===== src/rtl/seq_age_arbiter_pkg.sv =====
// Shared sequence-number helpers for the age arbiter.
//   SEQ_MAX_BITS : widest sequence number the helpers handle
//   ST_EMPTY/FULL: output register states
//   seq_dist()   : modular distance of a sequence number from the oldest one
package seq_age_arbiter_pkg;

    localparam int SEQ_MAX_BITS = 32;

    localparam logic [0:0] ST_EMPTY = 1'b0;
    localparam logic [0:0] ST_FULL  = 1'b1;

    // (seq - oldest) mod 2^bits; smaller distance means older.
    function automatic logic [SEQ_MAX_BITS-1:0] seq_dist(
        input logic [SEQ_MAX_BITS-1:0] seq,
        input logic [SEQ_MAX_BITS-1:0] oldest,
        input int                      bits
    );
        logic [SEQ_MAX_BITS-1:0] mask;
        mask = (bits >= SEQ_MAX_BITS) ? '1 : ((32'd1 << bits) - 32'd1);
        return (seq - oldest) & mask;
    endfunction

endpackage


===== src/rtl/seq_age_cmp.sv =====
// Pairwise age comparator used as a node of the arbitration tree.
//   a_seq, b_seq : candidate sequence numbers (a is the lower-index side)
//   oldest       : current oldest in-flight sequence number
//   a_older      : 1 when a is at least as old as b (ties favour a)
module seq_age_cmp
    import seq_age_arbiter_pkg::*;
#(
    parameter int p_seq_num_bits = 5
) (
    input  logic [p_seq_num_bits-1:0] a_seq,
    input  logic [p_seq_num_bits-1:0] b_seq,
    input  logic [p_seq_num_bits-1:0] oldest,
    output logic                      a_older
);

    logic [SEQ_MAX_BITS-1:0] a_dist;
    logic [SEQ_MAX_BITS-1:0] b_dist;

    assign a_dist  = seq_dist(SEQ_MAX_BITS'(a_seq), SEQ_MAX_BITS'(oldest), p_seq_num_bits);
    assign b_dist  = seq_dist(SEQ_MAX_BITS'(b_seq), SEQ_MAX_BITS'(oldest), p_seq_num_bits);
    assign a_older = (a_dist <= b_dist);

endmodule


===== src/rtl/seq_age_arbiter.sv =====
// Oldest-first arbiter with a one-entry output register.
//   clk, rst                  : clock, async active-low reset
//   req_val/req_rdy           : per-requester handshake
//   req_seq_num/req_msg       : per-requester age tag and payload
//   gnt_val/gnt_rdy           : granted entry handshake
//   gnt_seq_num/msg/idx       : granted entry fields (registered)
//   commit_val/commit_seq_num : commit; oldest becomes commit_seq_num + 1
//   oldest_seq_num            : current oldest in-flight sequence number
module seq_age_arbiter
    import seq_age_arbiter_pkg::*;
#(
    parameter int p_seq_num_bits = 5,
    parameter int p_num_reqs     = 4,
    parameter int p_msg_bits     = 32
) (
    input  logic                                         clk,
    input  logic                                         rst,
    input  logic [p_num_reqs-1:0]                        req_val,
    output logic [p_num_reqs-1:0]                        req_rdy,
    input  logic [p_num_reqs-1:0][p_seq_num_bits-1:0]    req_seq_num,
    input  logic [p_num_reqs-1:0][p_msg_bits-1:0]        req_msg,
    output logic                                         gnt_val,
    input  logic                                         gnt_rdy,
    output logic [p_seq_num_bits-1:0]                    gnt_seq_num,
    output logic [p_msg_bits-1:0]                        gnt_msg,
    output logic [$clog2(p_num_reqs)-1:0]                gnt_idx,
    input  logic                                         commit_val,
    input  logic [p_seq_num_bits-1:0]                    commit_seq_num,
    output logic [p_seq_num_bits-1:0]                    oldest_seq_num
);

    localparam int SB = p_seq_num_bits;
    localparam int IW = $clog2(p_num_reqs);
    localparam int NP = 1 << IW;      // leaves, padded to a power of two
    localparam int NN = 2 * NP - 1;   // heap-ordered tree nodes, root at 0

    logic [0:0]    state_q;
    logic [SB-1:0] oldest_q;
    logic          win_val;
    logic [SB-1:0] win_seq;
    logic [IW-1:0] win_idx;
    logic          accept;

    // Leaves sit in index order, so preferring the left child on a tie
    // resolves equal ages to the lowest requester index.
    for (genvar k = 0; k < NN; k++) begin : g_nd
        logic          v;
        logic [SB-1:0] s;
        logic [IW-1:0] ix;
        if (k >= NP - 1) begin : g_leaf
            localparam int L = k - (NP - 1);
            if (L < p_num_reqs) begin : g_real
                assign v = req_val[L];
                assign s = req_seq_num[L];
            end else begin : g_pad
                assign v = 1'b0;
                assign s = '0;
            end
            assign ix = IW'(L);
        end else begin : g_int
            logic l_older;
            logic pick_l;
            seq_age_cmp #(.p_seq_num_bits(SB)) u_cmp (
                .a_seq   (g_nd[2*k+1].s),
                .b_seq   (g_nd[2*k+2].s),
                .oldest  (oldest_q),
                .a_older (l_older)
            );
            assign pick_l = g_nd[2*k+1].v && (!g_nd[2*k+2].v || l_older);
            assign v      = g_nd[2*k+1].v || g_nd[2*k+2].v;
            assign s      = pick_l ? g_nd[2*k+1].s  : g_nd[2*k+2].s;
            assign ix     = pick_l ? g_nd[2*k+1].ix : g_nd[2*k+2].ix;
        end
    end

    assign win_val = g_nd[0].v;
    assign win_seq = g_nd[0].s;
    assign win_idx = g_nd[0].ix;

    // Selection uses the registered oldest, so a same-cycle commit only
    // affects the next cycle's ranking.
    assign accept = rst && win_val && ((state_q == ST_EMPTY) || gnt_rdy);

    always_comb begin
        req_rdy = '0;
        for (int i = 0; i < p_num_reqs; i++) begin
            req_rdy[i] = accept && (win_idx == IW'(i));
        end
    end

    always_ff @(posedge clk or negedge rst) begin
        if (!rst) begin
            state_q     <= ST_EMPTY;
            oldest_q    <= '0;
            gnt_seq_num <= '0;
            gnt_msg     <= '0;
            gnt_idx     <= '0;
        end else begin
            if (commit_val) begin
                oldest_q <= commit_seq_num + SB'(1);
            end
            if (accept) begin
                state_q     <= ST_FULL;
                gnt_seq_num <= win_seq;
                gnt_msg     <= req_msg[win_idx];
                gnt_idx     <= win_idx;
            end else if ((state_q == ST_FULL) && gnt_rdy) begin
                state_q <= ST_EMPTY;
            end
        end
    end

    assign gnt_val        = (state_q == ST_FULL);
    assign oldest_seq_num = oldest_q;

endmodule


===== config.mk =====
export PLATFORM = sky130hd
export DESIGN_NAME = seq_age_arbiter
export DESIGN_NICKNAME = d
export VERILOG_FILES = /design/src/rtl/seq_age_arbiter_pkg.sv /design/src/rtl/seq_age_cmp.sv /design/src/rtl/seq_age_arbiter.sv
export SDC_FILE = /design/constraint.sdc
export NUM_CORES = 1
export LEC_CHECK = 0
export CORE_AREA = 2 2 102 104
export CTS_BUF_LIST = sky130_fd_sc_hd__clkbuf_4 sky130_fd_sc_hd__clkbuf_8 sky130_fd_sc_hd__clkbuf_16
export CTS_CLUSTER_SIZE = 12
export DETAILED_ROUTE_END_ITERATION = 10
export DIE_AREA = 0 0 104 106
export PLACE_DENSITY = 0.81
export SETUP_SLACK_MARGIN = 0.05
export SLEW_MARGIN = 20
export SYNTH_ARGS = -nofsm -noshare
export SYNTH_HDL_FRONTEND = slang
export SYNTH_SLANG_ARGS = --single-unit

===== constraint.sdc =====
create_clock -name clk -period 7.7 [get_ports clk]
set_input_delay 1.155 -clock clk [delete_from_list [all_inputs] [get_ports clk]]
set_output_delay 1.155 -clock clk [all_outputs]
set_load 0.1 [all_outputs]

==> metrics.cfg <==
[setup_path]
max_stage_delay_ps = 440
cp_top_family = adder cells
critPathArrivalTime_ps = 6390
slowest_stage = clkdlybuf4s50_1
cp.buffers_inverters = 6
start_kind = input pin
path_max_fanout = 5
crit_path_end_kind = output port
worstPathRequired_ps = 6550
criticalPathCategory = in -> out

[cells_and_area]
antenna_cells = 0
drive_gt1_share_pct = 10.3
syn2layout_area_growth_pct = 65.3
layoutNonFillerInstCount = 740
nFillCells = 838
final_util_pct = 64.5
nets = 810

[route]
wl_per_cell_um = 17.4
dr.first_iter.drc_count = 105
drt_first_pass_iters = 4
postRouteAntennaNets = 0
vias = 3919
via_per_inst = 5.30
drcViolationCount = 0
wl_um = 12800

[cts]
cts_tree = yes
cts_buffers = 5
clockBufferDepth = 2
htree_levels = 2
clk_latency_ps = 300
clk_pin_slew_ps = 90
root_buffer = clkbuf_8
cts_sinks = 45

[synth]
syn_inst = 396
synth_nets = 603
synth_edf_count = 0
synth_area_leader_cell = dfrtp_1
synth_cell_type_count = 33
synth_seq_cells = 45
syn-mean-instance-area_um2 = 9.85
synth_top_area_share_pct = 28.9
ys_seq_area_share_pct = 28.9
yosys_warnings = 0
synth_ff_type = dfrtp_1
synth_area_mm2 = 0.00390
synth.area.top_cells = dfrtp_1 29%, mux2i_1 18%, ha_1 13%
synth_common_cells = 71 x mux2i_1, 45 x dfrtp_1, 44 x nand2_1
async_reset_ff_share_pct = 100
synth_most_common_cell = mux2i_1

[global_routing]
track_usage_pct = 22.5
grt_start_max_net_pins = 48
grt_antenna_before_repair = 0
grt-ovfl-total = 0
grt_pass1_vias = 4061
grt_pass1_wl_um = 20100

[hold_path]
hold_class = reg -> reg

[power]
ir_drop_mv = 0.238
power_leakage_nw = 2.86
powerDensity_mw_per_mm2 = 406

[sta]
drv_slew = 0
layout_min_cycle_time_ps = 7540
hold_viol_final = 0
fin_crit_sh_pct = 97.9
slew_headroom_pct = 31.1
worst_slew_pin_slew_ps = 1030
finalClockSkew_ps = 11.1
setup_violations = 0
max_freq_ghz = 0.133

[place]
dp_hpwl_um = 9850
gp_congestion = 0.908
io_buffers = 209
placed_cells = 728

[floorplanning]
die_width_um = 104
row_count = 37
io_pins = 210
initial_core_util_pct = 39.0
die_area_mm2 = 0.0110
core_area_mm2 = 0.0100
die_h_um = 106

[outcome]
status = finished clean

[flow_run]
cap_violations = 0

## where the power goes
part	switching, mW	total (mW)	internal [mW]
Clock	0.0830	0.164	0.0813
Combinational	1.37	2.05	0.684
Sequential	0.0614	0.401	0.339
Total	1.52	2.62	1.10
## worst min-delay path: stages, from the launching register on
cell and delay [ps]:
dfrtp_1 350, nand2_1 50, o31ai_1 50
## placed cells by master (no fill, tap or decap), drive strengths merged, types with 15 or more instances in the layout
master	count
a21oi	18
buf	18
clkdlybuf4s50	203
dfrtp	45
ha	40
inv	30
mux2i	71
nand2	44
o221ai	36
xnor2	15
## repair_timing
action,CTS,global route
endpoints found under the setup margin,3,4
resized for setup,3,24
hold buffers,0,0
cloned,0,0
pin swaps,3,11
setup buffers,2,2
hold endpoints to repair,0,0
## cell families (layout without fill, tap and decap cells)
family                   count (synthesis)  in the layout  synth area share [%]
AO/OA/AOI/OAI                           87             87                  16.8
buffers and inverters                   52            260                  6.00
multiplexers                            76             76                  19.7
flip-flops                              45             45                  28.9
AND/OR/NAND/NOR                         63             63                  6.73
adder cells (fa/ha/maj)                 46             46                  15.9
XOR/XNOR                                27             27                  6.06
## final cells by class
| cell class | instances | area [um2] | share of cell area [%] |
|---|---|---|---|
| Timing Repair Buffer | 222 | 2250 | 34.9 |
| Tap cell | 136 | 170 | 2.64 |
| Clock buffer | 7 | 96.3 | 1.49 |
| Multi-Input combinational cell | 299 | 2690 | 41.7 |
| Sequential cell | 45 | 1130 | 17.5 |
| Clock inverter | 1 | 5.00 | 0.0776 |
| Inverter | 30 | 113 | 1.75 |
## worst paths after layout
| check | start | endpoint | slack (ps) | depth (start not counted) |
|---|---|---|---|---|
| setup / recovery | req_seq_num[0] | req_rdy[1] | 160 | 28 |
| hold / removal | gnt_seq_num[1] | gnt_seq_num[1] | 490 | 2 |
| setup reg to reg | oldest_seq_num[1] | gnt_msg[11] | 1500 | 26 |
| hold reg to reg | gnt_seq_num[1] | gnt_seq_num[1] | 490 | 2 |
| max in group asynchronous | rst | oldest_seq_num[1] | 6290 | 2 |
| min in group asynchronous | rst | gnt_msg[3] | 940 | 2 |
## through the flow
stage / hold WS, ps / setup TNS [ps] / setup slack [ps] / instance area [um2] / total power, mW
final: 486 / 0 / 158 / 6450 / 2.62
after global routing: 520 / -181 / -57.4 / 6450 / 2.75
after CTS: 492 / 0 / 53.2 / 6340 / 2.58
after detailed placement: 470 / -102 / -58.4 / 6220 / 2.40
after global placement: 466 / 0 / 119 / 6220 / 2.36
after floorplan: 859 / 0 / 76.7 / 3930 / 1.87
## layer usage
layer  vias up  wire, um  track usage, %  part of all wire, %
met5         -         0               0                    0
met4         0       189            4.54                  1.5
met3        24       736            4.41                  5.7
met2       153      6880            42.6                   54
met1      1886      5040            26.4                   39
li1       1856         -               -                    -
## state kept, by name (all words and copies together) (netlist names)
name	count
gnt_idx	2
gnt_msg	32
oldest_seq_num	5
gnt_seq_num	5
gnt_val	1
Power figures use the tool's default switching activity.
==> patch (config.mk and constraints unchanged) <==
Make the reset (`rst`) synchronous in one clocked block. Comments in the files are not updated.
--- a/src/rtl/seq_age_arbiter.sv
+++ b/src/rtl/seq_age_arbiter.sv
@@ -89,5 +89,5 @@
     end
 
-    always_ff @(posedge clk or negedge rst) begin
+    always_ff @(posedge clk) begin
         if (!rst) begin
             state_q     <= ST_EMPTY;
Check against the original RTL: differs if rst is asserted again (counterexample within 4 cycles, from zero or initial values and one cycle with rst low); with rst held inactive, the same outputs for 10 cycles.
==> patch against the unedited design <==
Count of clock-buffer cells in the layout is the same; clock skew shrank 0.0043 ns; cell count grew 0.27%; wire length shrank 0.66%; cell area shrank 1.5%; clock power grew 5%; combinational power shrank 19%; synthesized area shrank 3.8%; power shrank 16%; setup slack gained 0.069 ns; largest power group unchanged; sequential cell count is the same; sequential share of layout area shrank 3.3 points; global-route usage shrank 0.50 points; critical path depth shrank 4.
==> patch: results (changes against the unedited design) <==
Skew-Pair Late Insertion Delay - 0.30 ns (about the same)
Detailed Place HPWL - 9.82 mm (-0.34%)
Status - finished clean
Share of layout cells above drive strength 1 - 11.2% (+0.96 points)
Final WL - 12.8 mm (-0.66%)
Setup Skew - 0.00680 ns (-0.00427 ns)
Worst Hold Class - reg2reg
Pre-Repair DR Iteration Count - 4 (unchanged)
Top reg by flops - gnt_msg
Compound-cell area share of the yosys netlist - 18.3% (+1.5 points)
Final RePlAce weighted congestion - 0.921 (+1.4%)
Yosys warning count - 0 (unchanged)
Post-synthesis xor/xnor area fraction - 6.30% (+0.24 points)
CTS buffer count - 5 (unchanged)
Synth top cells by count - mux2i_1, dfxtp_1, nand2_1, ha_1, o221ai_1
# diodes - 0 (unchanged)
P_leak - 2.75 nW (-3.7%)
Starting DRT DRC Count - 104 (-0.95%)
CTS Buffer Depth - 2 (unchanged)
CTS Root Buffer Type - clkbuf_8
Synthesized Nets - 603 (unchanged)
Final #Nets - 812 (+0.25%)
Worst vdd rail ir drop - 0.000224 V (-5.8%)
Worst EP arrival - 6.32 ns (-0.07 ns)
Top cells by area, synth - dfxtp_1, mux2i_1, ha_1, o221ai_1, nand2_1
Mux cell area share after synthesis - 19.9% (+0.25 points)
Clk slew on worst S/H paths - 0.09 ns (about the same)
Distinct cell type count after synthesis - 41 (+24%)
Top_reg_cell synth - dfxtp_1
Number of global-route vias before repair - 4,044 (-0.42%)
Max FFs per register - 32 (unchanged)
Synth Area in Adders - 16.5% (+0.64 points)
Initial antenna violation count - 0 (unchanged)
Synth Area per Inst - 9.48 µm² (-3.8%)
Largest net degree at the start of global routing - 39 (-19%)
Post-synthesis async set-or-reset flop share - 0% (-100 points)
Input/output buffers - 209 (unchanged)
Largest fanout on the critical path - 5 (unchanged)
Fill cells - 814 (-2.9%)
Register area share after synthesis - 24.0% (-4.8 points)
First-pass GRT wire length - 19.6 mm (-2.4%)
H-tree Lvls - 2 (unchanged)
Total number of vias - 3,865 (-1.4%)
Worst-Margin Slew - 1.03 ns (-0.00176 ns)
Total GRT Usage - 22.0% (-0.50 points)
Placed insts - 728 (unchanged)
DR vias/cell - 5.21 (-1.6%)
patch: cell count changes in the layout (fill, tap and decap cells not counted), sizes merged, moves of 3 or more:
cell,unedited run,this run
a21oi,18,15
a221o,0,3
and2,1,5
clkdlybuf4s50,203,198
dfrtp,45,0
dfxtp,0,45
dlymetal6s2s,1,7
o211a,0,4
o21ai,13,5
patch: cell type report:
cell class	count	area share [%]
clock inverters	1	0.138
inverters	30	1.77
flip-flops and latches	45	14.2
repair buffers	225	36.1
well taps	136	2.68
multi-input cells	298	43.6
clock buffers	7	1.52
patch: layer usage:
layer | part of all wire [%] | vias up | global-route usage [%]
li1 | - | 1866 | -
met1 | 39 | 1848 | 24.2
met4 | 1.4 | 0 | 4.73
met3 | 5.4 | 18 | 4.48
met2 | 55 | 133 | 43.2
met5 | 0 | - | 0
patch: critical path, stage by stage:
cell	delay (ns)
clkdlybuf4s50_1	0.47
ha_1	0.36
a21o_1	0.19
a21oi_1	0.17
xnor2_1	0.09
ha_1	0.33
nand4_1	0.18
o221a_1	0.34
o21a_4	0.24
mux2i_4	0.20
ha_4	0.17
fa_2	0.35
inv_1	0.07
a21o_1	0.13
a21oi_2	0.06
xor2_1	0.14
xnor2_1	0.17
ha_1	0.31
nand4_1	0.16
o221a_4	0.31
o22a_4	0.22
nand2b_4	0.16
nor2_4	0.13
buf_12	0.18
patch: cell families after synthesis:
group / after synthesis
flops: 45
fa+ha+maj: 46
compound gates: 86
xor+xnor: 27
simple gates: 65
buf+inv: 53
mux: 74
patch: power by group:
group          switching (W)  internal, W  leakage [nW]  total (W)
clock              0.0000890    0.0000831        0.0549   0.000172
sequential         0.0000513     0.000324         0.373   0.000376
combinational        0.00111     0.000553          2.33    0.00166
patch: path summary, 6_finish.rpt:
kind	to	depth (start not counted)	slack [ns]	from
hold reg to reg	gnt_idx[1]	2	0.47	gnt_idx[1]
setup / recovery	req_rdy[2]	24	0.23	req_seq_num[7]
setup reg to reg	gnt_msg[19]	25	1.40	oldest_seq_num[0]
hold / removal	gnt_idx[1]	2	0.47	gnt_idx[1]
patch: what timing repair did:
item,in CTS,in global routing
gates cloned,0,0
resized for setup,8,35
setup endpoints to repair,3,4
buffers inserted,2,3
pin swaps,2,21
patch: stage by stage:
step / instance area [µm²] / hold slack [ns] / setup WS [ns] / power [W] / TNS [ns]
after floorplan: 3770 / 0.803 / 0.0741 / 0.00159 / 0
after global placement: 6000 / 0.437 / 0.107 / 0.00195 / 0
after detailed placement: 6000 / 0.451 / -0.0870 / 0.00198 / -0.160
after CTS: 6150 / 0.471 / 0.0651 / 0.00217 / 0
after global routing: 6350 / 0.502 / 0.0183 / 0.00231 / 0
final: 6350 / 0.469 / 0.227 / 0.00221 / 0
